[src/rtl/ps2_pkg.sv]
// Shared constants for the PS/2 keystroke transmitter: scan codes, one-hot
// direction values, FSM encodings and the direction-to-scan-code map.
package ps2_pkg;

  localparam logic [7:0] SC_W     = 8'h1D;
  localparam logic [7:0] SC_S     = 8'h1B;
  localparam logic [7:0] SC_A     = 8'h1C;
  localparam logic [7:0] SC_D     = 8'h23;
  localparam logic [7:0] SC_BREAK = 8'hF0;

  localparam logic [3:0] DIR_UP    = 4'b1000;
  localparam logic [3:0] DIR_DOWN  = 4'b0100;
  localparam logic [3:0] DIR_LEFT  = 4'b0010;
  localparam logic [3:0] DIR_RIGHT = 4'b0001;

  localparam int FRAME_BITS = 11;

  typedef enum logic [1:0] {SEQ_IDLE, SEQ_WAIT_BUS, SEQ_SEND} seq_state_t;
  typedef enum logic [1:0] {FR_IDLE, FR_BIT_HI, FR_BIT_LO} frame_state_t;
  typedef enum logic [1:0] {PH_MAKE, PH_BREAK_PFX, PH_BREAK_CODE} seq_phase_t;

  // {valid, code}; valid is 0 for anything that is not a single known direction
  function automatic logic [8:0] f_dir_code(input logic [3:0] dir);
    case (dir)
      DIR_UP:    f_dir_code = {1'b1, SC_W};
      DIR_DOWN:  f_dir_code = {1'b1, SC_S};
      DIR_LEFT:  f_dir_code = {1'b1, SC_A};
      DIR_RIGHT: f_dir_code = {1'b1, SC_D};
      default:   f_dir_code = 9'h000;
    endcase
  endfunction

endpackage

[src/rtl/ps2_frame_tx.sv]
// Single-byte PS/2 device-to-host serialiser: start, 8 data bits LSB first,
// odd parity (optionally inverted), stop. Aborts on host inhibit before the stop bit.
module ps2_frame_tx
  import ps2_pkg::*;
#(
  parameter int CLK_DIV = 4000
) (
  input  logic       clk,
  input  logic       rst,
  input  logic       start,
  input  logic [7:0] tx_byte,
  input  logic       par_inv,
  input  logic       bus_clk_sync,
  output logic       ps2_clk_o,
  output logic       ps2_dat_o,
  output logic       done,
  output logic       aborted
);
  localparam int               DIV_W    = $clog2(CLK_DIV + 1);
  localparam logic [DIV_W-1:0] DIV_LAST = DIV_W'(CLK_DIV - 1);
  localparam logic [3:0]       LAST_BIT = 4'(FRAME_BITS - 1);

  frame_state_t          r_state, w_next;
  logic [DIV_W-1:0]      r_div;
  logic [3:0]            r_bit;
  logic [FRAME_BITS-2:0] r_frame;
  logic                  r_dat;
  logic                  w_div_end, w_inhibit;

  assign w_div_end = (r_div == DIV_LAST);
  // Host inhibit only matters before the stop bit; a stop bit always completes.
  assign w_inhibit = !bus_clk_sync && (r_bit != LAST_BIT);

  always_ff @(posedge clk or posedge rst) begin
    if (rst) r_state <= FR_IDLE;
    else     r_state <= w_next;
  end

  always_comb begin
    w_next = r_state;
    case (r_state)
      FR_IDLE:   if (start) w_next = FR_BIT_HI;
      FR_BIT_HI: if (w_div_end) w_next = w_inhibit ? FR_IDLE : FR_BIT_LO;
      FR_BIT_LO: if (w_div_end) w_next = (r_bit == LAST_BIT) ? FR_IDLE : FR_BIT_HI;
      default:   w_next = FR_IDLE;
    endcase
  end

  always_comb begin
    ps2_clk_o = (r_state != FR_BIT_LO);
    ps2_dat_o = r_dat;
    done      = (r_state == FR_BIT_LO) && w_div_end && (r_bit == LAST_BIT);
    aborted   = (r_state == FR_BIT_HI) && w_div_end && w_inhibit;
  end

  // r_frame holds bits 1..10 of the frame; the start bit is driven directly.
  always_ff @(posedge clk or posedge rst) begin
    if (rst) begin
      r_div   <= '0;
      r_bit   <= '0;
      r_frame <= '1;
      r_dat   <= 1'b1;
    end else begin
      if (r_state != w_next)      r_div <= '0;
      else if (r_state != FR_IDLE) r_div <= r_div + 1'b1;
      case (r_state)
        FR_IDLE: if (start) begin
          r_frame <= {1'b1, (~^tx_byte) ^ par_inv, tx_byte};
          r_bit   <= '0;
          r_dat   <= 1'b0;
        end
        FR_BIT_HI: if (w_div_end && w_inhibit) r_dat <= 1'b1;
        FR_BIT_LO: if (w_div_end) begin
          if (r_bit == LAST_BIT) begin
            r_dat <= 1'b1;
          end else begin
            r_dat <= r_frame[r_bit];
            r_bit <= r_bit + 1'b1;
          end
        end
        default: ;
      endcase
    end
  end

endmodule

[src/rtl/ps2_dir_keystroke_tx.sv]
// Direction-to-WASD PS/2 keystroke sequencer: make code, hold, F0, code.
// Define PS2_ERR_INJECT_EN to add err_inject (inverts make-frame parity).
module ps2_dir_keystroke_tx
  import ps2_pkg::*;
#(
  parameter int CLK_DIV  = 4000,
  parameter int GAP_CYC  = 8000,
  parameter int HOLD_CYC = 1000000
) (
  input  logic       clk,
  input  logic       rst,
  input  logic [3:0] dir_in,
  input  logic       dir_valid,
  output logic       dir_ready,
  input  logic       ps2_clk_i,
  output logic       ps2_clk_o,
  output logic       ps2_dat_o,
  output logic       busy,
  output logic       dir_err
`ifdef PS2_ERR_INJECT_EN
  ,
  input  logic       err_inject
`endif
);
  localparam int               CNT_MAX = (HOLD_CYC > GAP_CYC) ? HOLD_CYC : GAP_CYC;
  localparam int               CNT_W   = $clog2(CNT_MAX + 1);
  localparam logic [CNT_W-1:0] GAP_T   = CNT_W'(GAP_CYC);
  localparam logic [CNT_W-1:0] HOLD_T  = CNT_W'(HOLD_CYC);

  seq_state_t       r_state, w_next;
  seq_phase_t       r_phase;
  logic [1:0]       r_sync;
  logic [CNT_W-1:0] r_cnt;
  logic [7:0]       r_code;
  logic             r_par_inv, r_hold, r_dir_err;
  logic [8:0]       w_map;
  logic [7:0]       w_tx_byte;
  logic [CNT_W-1:0] w_target;
  logic             w_accept, w_dir_ok, w_inject, w_bus_idle, w_cnt_hit;
  logic             w_start, w_done, w_aborted, w_par_inv;

`ifdef PS2_ERR_INJECT_EN
  assign w_inject = err_inject;
`else
  assign w_inject = 1'b0;
`endif

  // Handshake: a request transfers on any cycle with dir_valid && dir_ready;
  // dir_ready is high only in IDLE, so requests arriving while busy just wait.
  assign w_map      = f_dir_code(dir_in);
  assign w_dir_ok   = w_map[8];
  assign w_accept   = dir_valid && dir_ready;
  assign w_bus_idle = r_sync[1];
  assign w_target   = r_hold ? HOLD_T : GAP_T;
  assign w_cnt_hit  = w_bus_idle && (r_cnt == w_target);
  assign dir_err    = r_dir_err;

  always_ff @(posedge clk or posedge rst) begin
    if (rst) r_state <= SEQ_IDLE;
    else     r_state <= w_next;
  end

  always_comb begin
    w_next = r_state;
    case (r_state)
      SEQ_IDLE:     if (w_accept && w_dir_ok) w_next = SEQ_WAIT_BUS;
      SEQ_WAIT_BUS: if (w_cnt_hit) w_next = SEQ_SEND;
      SEQ_SEND: begin
        if (w_aborted)  w_next = SEQ_WAIT_BUS;
        else if (w_done) w_next = (r_phase == PH_BREAK_CODE) ? SEQ_IDLE : SEQ_WAIT_BUS;
      end
      default: w_next = SEQ_IDLE;
    endcase
  end

  always_comb begin
    dir_ready = (r_state == SEQ_IDLE);
    busy      = (r_state != SEQ_IDLE);
    w_start   = (r_state == SEQ_WAIT_BUS) && w_cnt_hit;
    w_tx_byte = (r_phase == PH_BREAK_PFX) ? SC_BREAK : r_code;
    w_par_inv = r_par_inv && (r_phase == PH_MAKE);
  end

  // r_hold selects the long idle wait only for the first F0 attempt after a make frame.
  always_ff @(posedge clk or posedge rst) begin
    if (rst) begin
      r_sync    <= 2'b11;
      r_cnt     <= '0;
      r_code    <= '0;
      r_phase   <= PH_MAKE;
      r_par_inv <= 1'b0;
      r_hold    <= 1'b0;
      r_dir_err <= 1'b0;
    end else begin
      r_sync    <= {r_sync[0], ps2_clk_i};
      r_dir_err <= w_accept && !w_dir_ok;
      if (r_state != SEQ_WAIT_BUS || !w_bus_idle || w_cnt_hit) r_cnt <= '0;
      else                                                     r_cnt <= r_cnt + 1'b1;
      if (w_accept && w_dir_ok) begin
        r_code    <= w_map[7:0];
        r_phase   <= PH_MAKE;
        r_par_inv <= w_inject;
      end
      if (w_start) r_hold <= 1'b0;
      if (r_state == SEQ_SEND && w_done) begin
        if (r_phase == PH_MAKE) begin
          r_phase <= PH_BREAK_PFX;
          r_hold  <= 1'b1;
        end else if (r_phase == PH_BREAK_PFX) begin
          r_phase <= PH_BREAK_CODE;
        end
      end
    end
  end

  ps2_frame_tx #(.CLK_DIV(CLK_DIV)) u_frame (
    .clk          (clk),
    .rst          (rst),
    .start        (w_start),
    .tx_byte      (w_tx_byte),
    .par_inv      (w_par_inv),
    .bus_clk_sync (w_bus_idle),
    .ps2_clk_o    (ps2_clk_o),
    .ps2_dat_o    (ps2_dat_o),
    .done         (w_done),
    .aborted      (w_aborted)
  );

endmodule

[config.mk]
export PLATFORM = sky130hd
export DESIGN_NAME = ps2_dir_keystroke_tx
export DESIGN_NICKNAME = d
export VERILOG_FILES = /design/src/rtl/ps2_pkg.sv /design/src/rtl/ps2_frame_tx.sv /design/src/rtl/ps2_dir_keystroke_tx.sv
export SDC_FILE = /design/constraint.sdc
export NUM_CORES = 1
export LEC_CHECK = 0
export CAP_MARGIN = 20
export CORE_ASPECT_RATIO = 0.7
export CORE_MARGIN = 5
export CORE_UTILIZATION = 60
export CTS_CLUSTER_DIAMETER = 80
export DETAILED_ROUTE_END_ITERATION = 8
export HOLD_SLACK_MARGIN = 0.12
export PLACE_DENSITY = 0.78
export REMOVE_ABC_BUFFERS = 1
export SLEW_MARGIN = 10
export SYNTH_ARGS = -nofsm -noshare
export SYNTH_HDL_FRONTEND = slang
export SYNTH_SLANG_ARGS = --single-unit
[constraint.sdc]
create_clock -name clk -period 6.3 [get_ports clk]
set_input_delay 0.63 -clock clk [delete_from_list [all_inputs] [get_ports clk]]
set_output_delay 0.63 -clock clk [all_outputs]
set_load 0.1 [all_outputs]
* Word-level counts from Yosys, hierarchy flattened
Cells that the tools add are included.
Word-level totals: flip-flop bits (word level) 64, output and inout port bits 5, logic and storage cells 105
Cells by class: add/subtract/negate cells 3, magnitude comparators 1, equality and inequality tests 24, multiplexer cells 36, reduce and logical (&&, ||, !) cells 29
Operator list (number):
- $mux 20 | 2
- $pmux 9 s4 | 1
- $mux 12 | 2
- $mux 2 | 12
- $add 20x1->20 const B | 1
- $eq 20x20->1 | 1
- $add 12x1->12 const B | 1
- $eq 12x12->1 const B | 1
- $logic_and 1x1->1 | 12
- $mux 4 | 3
- $pmux 2 s3 | 2
- $mux 1 | 10
- $eq 4x4->1 const B | 2
- $mux 8 | 1
- $ne 2x1->1 const B | 4
- $ne 2x2->1 const B | 4
- $pmux 4 s2 | 1
- $reduce_and 4->1 | 2
- $reduce_bool 2->1 | 4
- $reduce_xnor 8->1 | 1
- $eq 2x1->1 const B | 3
- $eq 2x2->1 const B | 3
- $logic_not 2->1 | 3
- $lt 4x5->1 const B | 1
- other kinds (14) | 16

* Depth between registers and ports, before layout
Gate-level depths: netlist of the first run.
depth after elaboration 8, gate-level depth with buffers 9, mapped depth without buffers 7

* Hierarchy
A second synthesis of the first run with hierarchy kept.
Second synthesis, totals: cells, all modules 373, area total of the unflattened synthesis 3602.2 um^2
Modules (own cells, without submodules):
- ps2_frame_tx | times used 1, cells each 182, area each 1815.5 um^2, seq. area each 713.2 um^2
- ps2_dir_keystroke_tx | times used 1, cells each 191, area each 1786.7 um^2, seq. area each 828.3 um^2

* Least setup slack after synthesis of the first run
Ideal clock, no wire load.
path type reg-to-output, start point register r_state[0], end point output port dir_ready, data arrival time 1.618 ns, data required time 5.670 ns, setup slack 4.052 ns, cell stages (with the launch flop) 3, buffers on the path 0, path through dfrtp_1 or2_2 inv_1
Between the ends: cells in the longest elaborated chain, start to end 1
RTL lines:
- start, declared | RTL line ps2_dir_keystroke_tx.sv:30 | seq_state_t r_state, w_next;
- start signal, assigned | RTL line ps2_dir_keystroke_tx.sv:60 | else r_state <= w_next;
- $logic_not 2->1 | RTL line ps2_dir_keystroke_tx.sv:77 | dir_ready = (r_state == SEQ_IDLE);
- end, declared | RTL line ps2_dir_keystroke_tx.sv:14 | output logic dir_ready,
Every way passes these cells.

* Worst setup path after layout of the first run
start point register u_frame.r_state[0], end point output port ps2_clk_o
Between the ends: cells in the longest elaborated chain, start to end 1
RTL lines:
- start, declared | RTL line ps2_frame_tx.sv:23 | frame_state_t r_state, w_next;
- start signal, assigned | RTL line ps2_frame_tx.sv:36 | else r_state <= w_next;
- $ne 2x2->1 | RTL line ps2_frame_tx.sv:50 | ps2_clk_o = (r_state != FR_BIT_LO);
- end, declared | RTL line ps2_dir_keystroke_tx.sv:16 | output logic ps2_clk_o,
Every way passes these cells.

==> impl_metrics.env, run 1 <==
export IMPL_hp_start="r_sync[0]"
export IMPL_skew_ns=0.0112
export IMPL_p_comb_share_pct=14.6
export IMPL_cp_num_buf_inv=3
export IMPL_ys_ff_latch=60
export IMPL_drc=0
export IMPL_grt_pass1_wl_um=12200
export IMPL_synth_area_leaders="dfrtp_1 34%, dfstp_2 8.1%, xnor2_1 4.2%"
export IMPL_synth_edff_count=0
export IMPL_ff_latch_area_sq_um=1520
export IMPL_hold_buffers=0
export IMPL_finalNetCount=389
export IMPL_grt_max_degree=61
export IMPL_status="complete, no violations"
export IMPL_drv_slew=0
export IMPL_cts_resized_gates=0
export IMPL_clock_latency_ns=0.34
export IMPL_antenna_found_initial=0
export IMPL_track_usage_pct=20.7
export IMPL_synth_compound_area_share_pct=14.5
export IMPL_numCtsBuffers=9
export IMPL_clockBufferDepth=2
export IMPL_vias=2715
export IMPL_synthXorXnorAreaFrac_pct=8.31
export IMPL_power_density_nw_per_um2=221
export IMPL_die_w_um=102
export IMPL_slew_limit_headroom_pct=34.3
export IMPL_startpoint="u_frame.r_state[0]"
export IMPL_critPathMaxFanout=9
export IMPL_fillers=476
export IMPL_seqPwrFrac_pct=49.7
export IMPL_async_reset_ff_share_pct=100
export IMPL_drive_above_1_share_pct=14.9
export IMPL_rows=23
export IMPL_h_tree_depth=3
export IMPL_clk_pin_slew_ns=0.06
export IMPL_period_needed_ns=3.17
export IMPL_synth_most_common_cell="dfrtp_1"
export IMPL_syn_inst=364
export IMPL_synth_ff_type="dfrtp_1"
export IMPL_reg2reg_slack_ns=3.76
export IMPL_synth_top_family_by_area="simple AND/OR/NAND/NOR gates"
export IMPL_p_int_uw=613
export IMPL_tns_ns=0
export IMPL_die_area_sq_um=7640
export IMPL_max_stage_delay_ns=1.17
export IMPL_finalSetupViolations=0
export IMPL_ant_nets=0
export IMPL_wl_per_cell_um=15.6
export IMPL_power_total_uw=860
export IMPL_multi_input_area_sq_um=1910
export IMPL_clock_fmax_mhz=316
export IMPL_cp_top_family="buffers and inverters"
export IMPL_period_share_pct=50.3
export IMPL_synth_cell_types=65
export IMPL_netlist_area_leader_share_pct=34.2
export IMPL_drt_iter0_markers=160
export IMPL_hp_class="reg2reg"
export IMPL_port_buffers=12
export IMPL_clkPwrFrac_pct=35.7
export IMPL_crit_path_end_kind="output pin"
export IMPL_dp_hpwl_um=5040
export IMPL_drv_cap=0
export IMPL_ir_drop_mv=0.177
export IMPL_routed_wl_um=7050
export IMPL_grt_pass1_vias=2534
export IMPL_worst_pin_slew_ns=0.983
export IMPL_syn_avg_cell_area_sq_um=9.84
export IMPL_diodes=0
export IMPL_start_util_pct=62.3
export IMPL_die_h_um=74.7
export IMPL_worst_path_most_repeated_cell="inv_1"
export IMPL_cts_tree="built"
export IMPL_critPathArrivalTime_ns=2.54
export IMPL_synth_area_sq_um=3580
export IMPL_yosys_area_share_simple_pct=25.1
export IMPL_netSwitchingPower_uw=248
export IMPL_grt_overflow_total=0
export IMPL_cp_cell_sequence="inv_1 -> ha_1 -> inv_1 -> clkdlybuf4s50_1"
export IMPL_slowest_stage="clkdlybuf4s50_1"
export IMPL_vias_per_cell=6.01
export IMPL_r2r_start="u_frame.r_state[1]"
export IMPL_clock_sinks=60
export IMPL_switching_share_pct=28.8
export IMPL_drt_pass1_iterations=5
export IMPL_synth_area_mux_share_pct=2.09
export IMPL_ys_warn_count=0
export IMPL_synthAdderAreaFrac_pct=3.42
export IMPL_seq_area_frac_synth_pct=42.3
export IMPL_path_class="reg2out"
export IMPL_required_ns=5.67
export IMPL_crit_path_start_kind="flip-flop"
export IMPL_area_growth_syn_to_layout_pct=8.66
export IMPL_place_gp_congestion=0.870
export IMPL_rsz0062_at_grt="false"
export IMPL_power_leakage_uw=0.00154
export IMPL_synthTopCellsByCount="49 x dfrtp_1, 39 x nor2_1, 21 x nand3_1"
export IMPL_hold_viol=0
export IMPL_synth_largest_area_cell="dfrtp_1"
export IMPL_root_buffer="clkbuf_8"
export IMPL_postCtsSetupRepairBufs=0
export IMPL_pin_count=13
export IMPL_coreArea_sq_um=5760
[cell families after synthesis]
kind of cell | Yosys count
and+or+nand+nor | 153
AOI/OAI and AO/OA | 66
DFF | 60
buffers and inverters | 35
xor gates and xnor gates | 34
adders and majority gates | 10
muxes | 6
[area by class of cell]
cell class / instances / area share (%)
multi-input cells: 269 / 49.1
repair buffers: 13 / 3.28
clock buffers: 14 / 4.18
well taps: 75 / 2.41
flip-flops and latches: 60 / 38.9
inverters: 19 / 1.83
clock inverters: 2 / 0.257
[sequential cells by signal (all words and copies together) (netlist names)]
signal             count
dir_err                1
u_frame.r_state        2
r_cnt                 20
u_frame.ps2_dat_o      1
u_frame.r_bit          4
r_state                2
r_phase                2
r_hold                 1
r_sync                 2
u_frame.r_div         12
r_code                 5
u_frame.r_frame        8
[power groups by stage]
| stage | sequential, uW | clock, uW | combinational [uW] |
|---|---|---|---|
| 3_3_place_gp | 433 | 0 | 124 |
| 6_report | 428 | 307 | 126 |
| 5_1_grt | 431 | 332 | 138 |
| 2_1_floorplan | 432 | 0 | 91.2 |
| 3_5_place_dp | 434 | 0 | 127 |
| 4_1_cts | 427 | 313 | 128 |
[routing by layer]
metal,part of all wire [%],vias to the layer above,wire (um),GRT usage [%]
li1,-,1333,-,-
met1,51,1312,3570,30.2
met2,43,59,3060,29.7
met3,4.7,11,329,5.46
met4,1.1,0,80,7.57
met5,0,-,0,0
[final timing paths]
check | end | cells past startpoint
min | r_sync[1] | 0
max | ps2_clk_o | 4
max reg2reg | u_frame.r_div[10] | 7
min reg2reg | r_sync[1] | 0
min in group asynchronous | r_cnt[10] | 3
max in group asynchronous | u_frame.r_state[0] | 3
[through the flow]
step                      worst slack [ns]  cell area, sq um  instances  util [%]  hold WS, ns
after floorplan                       4.05              3500        348         -        0.345
after global placement                3.55              3720        436      64.7        0.347
after detailed placement              3.52              3720        436      64.7        0.352
after CTS                             3.13              3890        452      67.7        0.361
after global routing                  3.06              3890        452      67.7        0.366
final                                 3.13              3890        452      67.7        0.360
[placed cells by master, fill, tap and decap left out, types with 4 or more instances in the layout]
| master | synthesis | routed |
|---|---|---|
| xor2_1 | 17 | 17 |
| nand4_1 | 9 | 9 |
| nand4b_1 | 5 | 5 |
| a21oi_1 | 5 | 5 |
| nand3b_1 | 6 | 6 |
| and3_1 | 6 | 6 |
| o21ai_0 | 19 | 19 |
| nor3_1 | 5 | 5 |
| nand2b_1 | 4 | 4 |
| a211oi_2 | 10 | 10 |
| nand2_1 | 20 | 20 |
| nor4_1 | 6 | 6 |
| inv_1 | 19 | 18 |
| dfrtp_1 | 49 | 49 |
| clkdlybuf4s50_1 | 0 | 12 |
| dfstp_2 | 11 | 11 |
| xnor2_1 | 17 | 17 |
| nor2b_1 | 6 | 6 |
| and3b_1 | 4 | 4 |
| o21a_1 | 6 | 6 |
| nand3_1 | 21 | 21 |
| ha_1 | 9 | 9 |
| clkbuf_8 | 0 | 11 |
| nor2_1 | 39 | 39 |
No activity file was read; power rests on OpenSTA's default activity.
==> run 2: changes to the inputs <==
- clock period: 6.3 -> 3.1 ns (I/O delays scaled with it)
==> run 2 against run 1 <==
Net effect: register-to-register slack got worse by 3.1 ns; global-route usage rose by 0.78 points; clock power rose by 110%; die area did not move; first-iteration DRC count fell by 24%; final area rose by 0.84%; largest cell class unchanged; wire length rose by 6.2%; clock-buffer cell count did not move; total power rose by 110%; highest routed layer unchanged; clock skew fell by 0.0063 ns; critical endpoint is now u_frame.r_div[9].
==> impl_metrics.env, run 2 (synthesized netlist as in run 1, its figures left out) <==
export IMPL_drt_pass1_iterations=5
export IMPL_dp_hpwl_um=5380
export IMPL_diodes=0
export IMPL_clockBufferDepth=2
export IMPL_r2r_end="u_frame.r_div[9]"
export IMPL_mostFrequentLayoutCell="dfrtp_1"
export IMPL_rr_worst_depth=7
export IMPL_layout_cells_non_filler=456
export IMPL_port_buffers=12
export IMPL_multi_input_area_sq_um=1910
export IMPL_routed_wl_um=7480
export IMPL_status="complete, no violations"
export IMPL_top_regs="r_cnt x20, u_frame.r_div x12, u_frame.r_frame x8"
export IMPL_drt_iter0_markers=121
export IMPL_postCtsSetupRepairBufs=0
export IMPL_period_share_pct=80.0
export IMPL_max_stage_delay_ns=0.56
export IMPL_crit_path_start_kind="flip-flop"
export IMPL_grt_pass1_wl_um=12500
export IMPL_path_class="reg2reg"
export IMPL_die_h_um=74.7
export IMPL_r2r_start="u_frame.r_bit[0]"
export IMPL_power_density_nw_per_um2=450
export IMPL_largest_reg_flops=20
export IMPL_crit_path_end_kind="flip-flop"
export IMPL_rsz0062_at_grt="false"
export IMPL_track_usage_pct=21.5
export IMPL_grt_max_degree=26
export IMPL_die_w_um=102
export IMPL_antenna_found_initial=0
export IMPL_pin_count=13
export IMPL_drv_slew=0
export IMPL_cp_depth=7
export IMPL_worst_pin_slew_ns=0.970
export IMPL_cts_resized_gates=0
export IMPL_root_buffer="clkbuf_8"
export IMPL_clock_latency_ns=0.34
export IMPL_cp_top_family="simple AND/OR/NAND/NOR gates"
export IMPL_drc=0
export IMPL_critPathArrivalTime_ns=2.72
export IMPL_numCtsBuffers=9
export IMPL_critPathCapture="u_frame.r_div[9]"
export IMPL_hold_buffers=0
export IMPL_wl_per_cell_um=16.4
export IMPL_h_tree_depth=3
export IMPL_drv_cap=0
export IMPL_hp_class="in2async"
export IMPL_required_ns=3.34
export IMPL_startpoint="u_frame.r_bit[0]"
export IMPL_rows=23
export IMPL_fillers=479
export IMPL_setup_ws_ns=0.619
export IMPL_grt_overflow_total=0
export IMPL_tns_ns=0
export IMPL_period_needed_ns=2.48
export IMPL_clock_fmax_mhz=403
export IMPL_coreArea_sq_um=5760
export IMPL_clk_pin_slew_ns=0.06
export IMPL_slew_limit_headroom_pct=35.1
export IMPL_grt_pass1_vias=2482
export IMPL_hold_viol=0
export IMPL_place_ws_ns=0.673
export IMPL_slowest_stage="or4_4"
export IMPL_top_register="r_cnt"
export IMPL_start_util_pct=62.3
export IMPL_ant_nets=0
export IMPL_cts_tree="built"
export IMPL_ff_latch_area_sq_um=1520
export IMPL_skew_ns=0.00490
export IMPL_finalNetCount=393
export IMPL_clock_sinks=60
export IMPL_ir_drop_mv=0.361
export IMPL_power_leakage_uw=0.00157
export IMPL_dpl_cell_count=440
export IMPL_critPathMaxFanout=12
export IMPL_cp_num_buf_inv=1
export IMPL_die_area_sq_um=7640
export IMPL_vias_per_cell=5.96
export IMPL_drive_above_1_share_pct=16.8
export IMPL_reg2reg_slack_ns=0.62
export IMPL_area_growth_syn_to_layout_pct=9.57
export IMPL_place_gp_congestion=1.01
export IMPL_final_cell_mix="49 x dfrtp_1, 39 x nor2_1, 21 x nand3_1"
export IMPL_cp_cell_sequence="inv_1 -> ha_1 -> and3b_1 -> or4_4 -> nand4_2 -> nand3_2 -> a211oi_1"
export IMPL_finalSetupViolations=0
export IMPL_vias=2717
## run 2: cell types whose count changed in the layout (fill, tap and decap cells not counted), sizes merged
cell / before / now
buf: 1 / 8
clkdlybuf4s50: 12 / 9
## run 2: cell type report
type | instances | area share, %
multi-input cells | 269 | 48.7
well taps | 75 | 2.39
clock buffers | 14 | 4.40
clock inverters | 2 | 0.255
repair buffers | 17 | 3.82
flip-flops and latches | 60 | 38.6
inverters | 19 | 1.82
## run 2: worst min path at each step
stage | endpoint | slack (ns) | depth (start not counted)
6_report | u_frame.r_div[10] | 0.32 | 2
5_1_grt | r_cnt[12] | 0.34 | 2
4_1_cts | u_frame.r_div[10] | 0.32 | 2
3_5_place_dp | r_sync[1] | 0.35 | 0
3_3_place_gp | r_sync[1] | 0.35 | 0
2_1_floorplan | r_sync[0] | 0.31 | 0
## run 2: per-stage QoR
step                utilization [%]  power, uW  hold slack (ns)  area [sq um]
global placement               65.0       1130            0.346          3740
global route                   68.2       1850            0.340          3930
floorplan                         -       1060            0.314          3500
CTS                            68.2       1790            0.318          3930
finish                         68.2       1770            0.317          3930
detailed placement             65.0       1140            0.352          3740
## run 2: metal layers
layer	GRT usage [%]	vias up	wire [um]
met4	6.11	0	36
met1	32.9	1296	3870
met3	6.02	4	434
li1	-	1339	-
met5	0	-	0
met2	29.7	78	3130
## run 2: worst reg2reg max path: stages (launching register included)
cell      delay, ns
dfrtp_1        0.52
inv_1          0.09
ha_1           0.24
and3b_1        0.21
or4_4          0.56
nand4_2        0.12
nand3_2        0.31
a211oi_1       0.33
## run 2: power by group
group          leakage (uW)  switching (uW)  total (uW)  internal [uW]
combinational      0.000696             165         254           88.7
sequential         0.000778            47.8         872            824
clock             0.0000965             286         639            353
total               0.00157             499        1770           1270
==> run 3: changes to the inputs <==
- CORE_UTILIZATION: 60 -> 55
- PLACE_DENSITY: 0.78 -> 0.76
- clock period: 3.1 -> 2.2 ns (I/O delays scaled with it)
==> run 3 against run 2 <==
Net effect: clock power grew 60%; register-to-register slack got worse by 0.58 ns; cell count is 5.7% higher; wire length up 7.1%; worst setup slack worse by 0.58 ns; via count grew 3.8%; global-route usage is 1.3 points lower; clock-buffer cell count is 2 lower.
==> impl_metrics.env, run 3 (synthesized netlist as in run 1, its figures left out) <==
export IMPL_power_density_nw_per_um2=632
export IMPL_p_comb_share_pct=15.1
export IMPL_ant_nets=0
export IMPL_track_usage_pct=20.2
export IMPL_crit_path_start_kind="flip-flop"
export IMPL_largest_reg_flops=20
export IMPL_wl_met2_um=3450
export IMPL_skew_ns=0.00729
export IMPL_crit_path_end_kind="flip-flop"
export IMPL_worst_pin_slew_ns=0.447
export IMPL_post_route_util_pct=66.8
export IMPL_clkPwrFrac_pct=38.7
export IMPL_routed_wl_met3_um=394
export IMPL_die_h_um=77.5
export IMPL_vias_per_cell=5.85
export IMPL_clock_fmax_mhz=462
export IMPL_mostFrequentLayoutCell="dfrtp_1"
export IMPL_grt_pass1_wl_um=13300
export IMPL_clock_latency_ns=0.36
export IMPL_required_ns=2.48
export IMPL_ir_drop_mv=0.617
export IMPL_critPathArrivalTime_ns=2.44
export IMPL_top_regs="r_cnt x20, u_frame.r_div x12, u_frame.r_frame x8"
export IMPL_finalNetCount=416
export IMPL_die_area_sq_um=8260
export IMPL_m1WireLength_um=4050
export IMPL_netSwitchingPower_uw=754
export IMPL_root_buffer="clkbuf_8"
export IMPL_power_leakage_uw=0.00172
export IMPL_seqPwrFrac_pct=46.2
export IMPL_die_w_um=106
export IMPL_coreArea_sq_um=6280
export IMPL_clk_pin_slew_ns=0.07
export IMPL_finalSetupViolations=0
export IMPL_rows=24
export IMPL_antenna_found_initial=0
export IMPL_final_cell_mix="48 x dfrtp_1, 39 x nor2_1, 29 x buf_4"
export IMPL_area_growth_syn_to_layout_pct=17.0
export IMPL_grt_max_degree=61
export IMPL_drt_pass1_iterations=4
export IMPL_start_util_pct=57.1
export IMPL_hp_class="in2async"
export IMPL_port_buffers=12
export IMPL_switching_share_pct=28.5
export IMPL_critPathMaxFanout=4
export IMPL_drv_cap=0
export IMPL_cts_tree="built"
export IMPL_period_share_pct=98.3
export IMPL_period_needed_ns=2.16
export IMPL_grt_overflow_total=0
export IMPL_hold_buffers=0
export IMPL_drv_slew=0
export IMPL_top_layer="met4"
export IMPL_h_tree_depth=3
export IMPL_dp_hpwl_um=5440
export IMPL_drt_iter0_markers=126
export IMPL_drive_above_1_share_pct=23.3
export IMPL_vias=2820
export IMPL_clockBufferDepth=2
export IMPL_top_register="r_cnt"
export IMPL_numCtsBuffers=9
export IMPL_p_int_uw=1890
export IMPL_grt_pass1_vias=2665
export IMPL_routed_wl_um=8010
export IMPL_drc=0
export IMPL_clock_sinks=60
export IMPL_status="complete, no violations"
export IMPL_wl_per_cell_um=16.6
export IMPL_place_gp_congestion=0.938
export IMPL_rsz0062_at_grt="true"
export IMPL_pin_count=13
export IMPL_diodes=0
export IMPL_path_class="reg2reg"
export IMPL_hold_viol=0
export IMPL_slew_limit_headroom_pct=69.9
export IMPL_tns_ns=0
export IMPL_power_total_uw=2650
export IMPL_hold_ws_ns=0.226
## run 3: changes by cell type in the layout (fill, tap and decap cells not counted), moves of 2 or more
cell	change
buf_4	+21
buf_12	+4
a211oi_2	+2
a211oi_1	-2
clkdlybuf4s50_1	-2
## run 3: through the flow
stage	area (sq um)	std cells	setup slack, ns
floorplan	3500	348	0.0272
global placement	3920	460	0.0671
detailed placement	3920	460	-0.0231
CTS	4130	476	0.0489
global route	4190	482	-0.0427
finish	4190	482	0.0368
## run 3: repair_timing
action,in CTS,in global routing
endpoints found under the setup margin,1,3
gates resized for setup,1,4
buffers inserted,0,6
pin swaps,0,2
## run 3: worst paths after layout
| path | to | startpoint | slack [ns] | depth (start not counted) |
|---|---|---|---|---|
| max in group asynchronous | r_sync[1] | rst | 1.63 | 3 |
| min | u_frame.r_div[10] | rst | 0.23 | 3 |
| min reg2reg | r_sync[1] | r_sync[0] | 0.36 | 0 |
| max | u_frame.ps2_dat_o | r_cnt[0] | 0.04 | 7 |
| min in group clk | r_sync[0] | ps2_clk_i | 0.27 | 1 |
| max reg2reg | u_frame.ps2_dat_o | r_cnt[0] | 0.04 | 7 |
## run 3: critical path, stage by stage (launching register included)
cell and delay (ns):
dfrtp_2 0.43, inv_1 0.07, ha_1 0.14, and4bb_2 0.27, nand4_1 0.15, o31a_1 0.38
nor4_2 0.30, mux2_2 0.36
## run 3: power by group through the flow
stage          Sequential, uW  Combinational [uW]  Clock, uW
2_1_floorplan            1240                 261          0
3_3_place_gp             1240                 365          0
3_5_place_dp             1240                 374          0
4_1_cts                  1220                 376       1040
5_1_grt                  1230                 435       1100
6_report                 1220                 401       1020
## run 3: layout make-up
| cell class | instances | area [sq um] |
|---|---|---|
| Clock buffer | 12 | 155 |
| Fill cell | 499 | 2080 |
| Sequential cell | 60 | 1520 |
| Inverter | 19 | 71.3 |
| Timing Repair Buffer | 40 | 368 |
| Multi-Input combinational cell | 269 | 1940 |
| Clock inverter | 4 | 47.5 |
| Tap cell | 78 | 97.6 |
## run 3: metal layers
metal | global-route usage [%] | vias to the layer above
met5 | 0 | -
met4 | 6.26 | 0
met3 | 5.31 | 15
met2 | 28.6 | 62
met1 | 30.3 | 1368
li1 | - | 1375
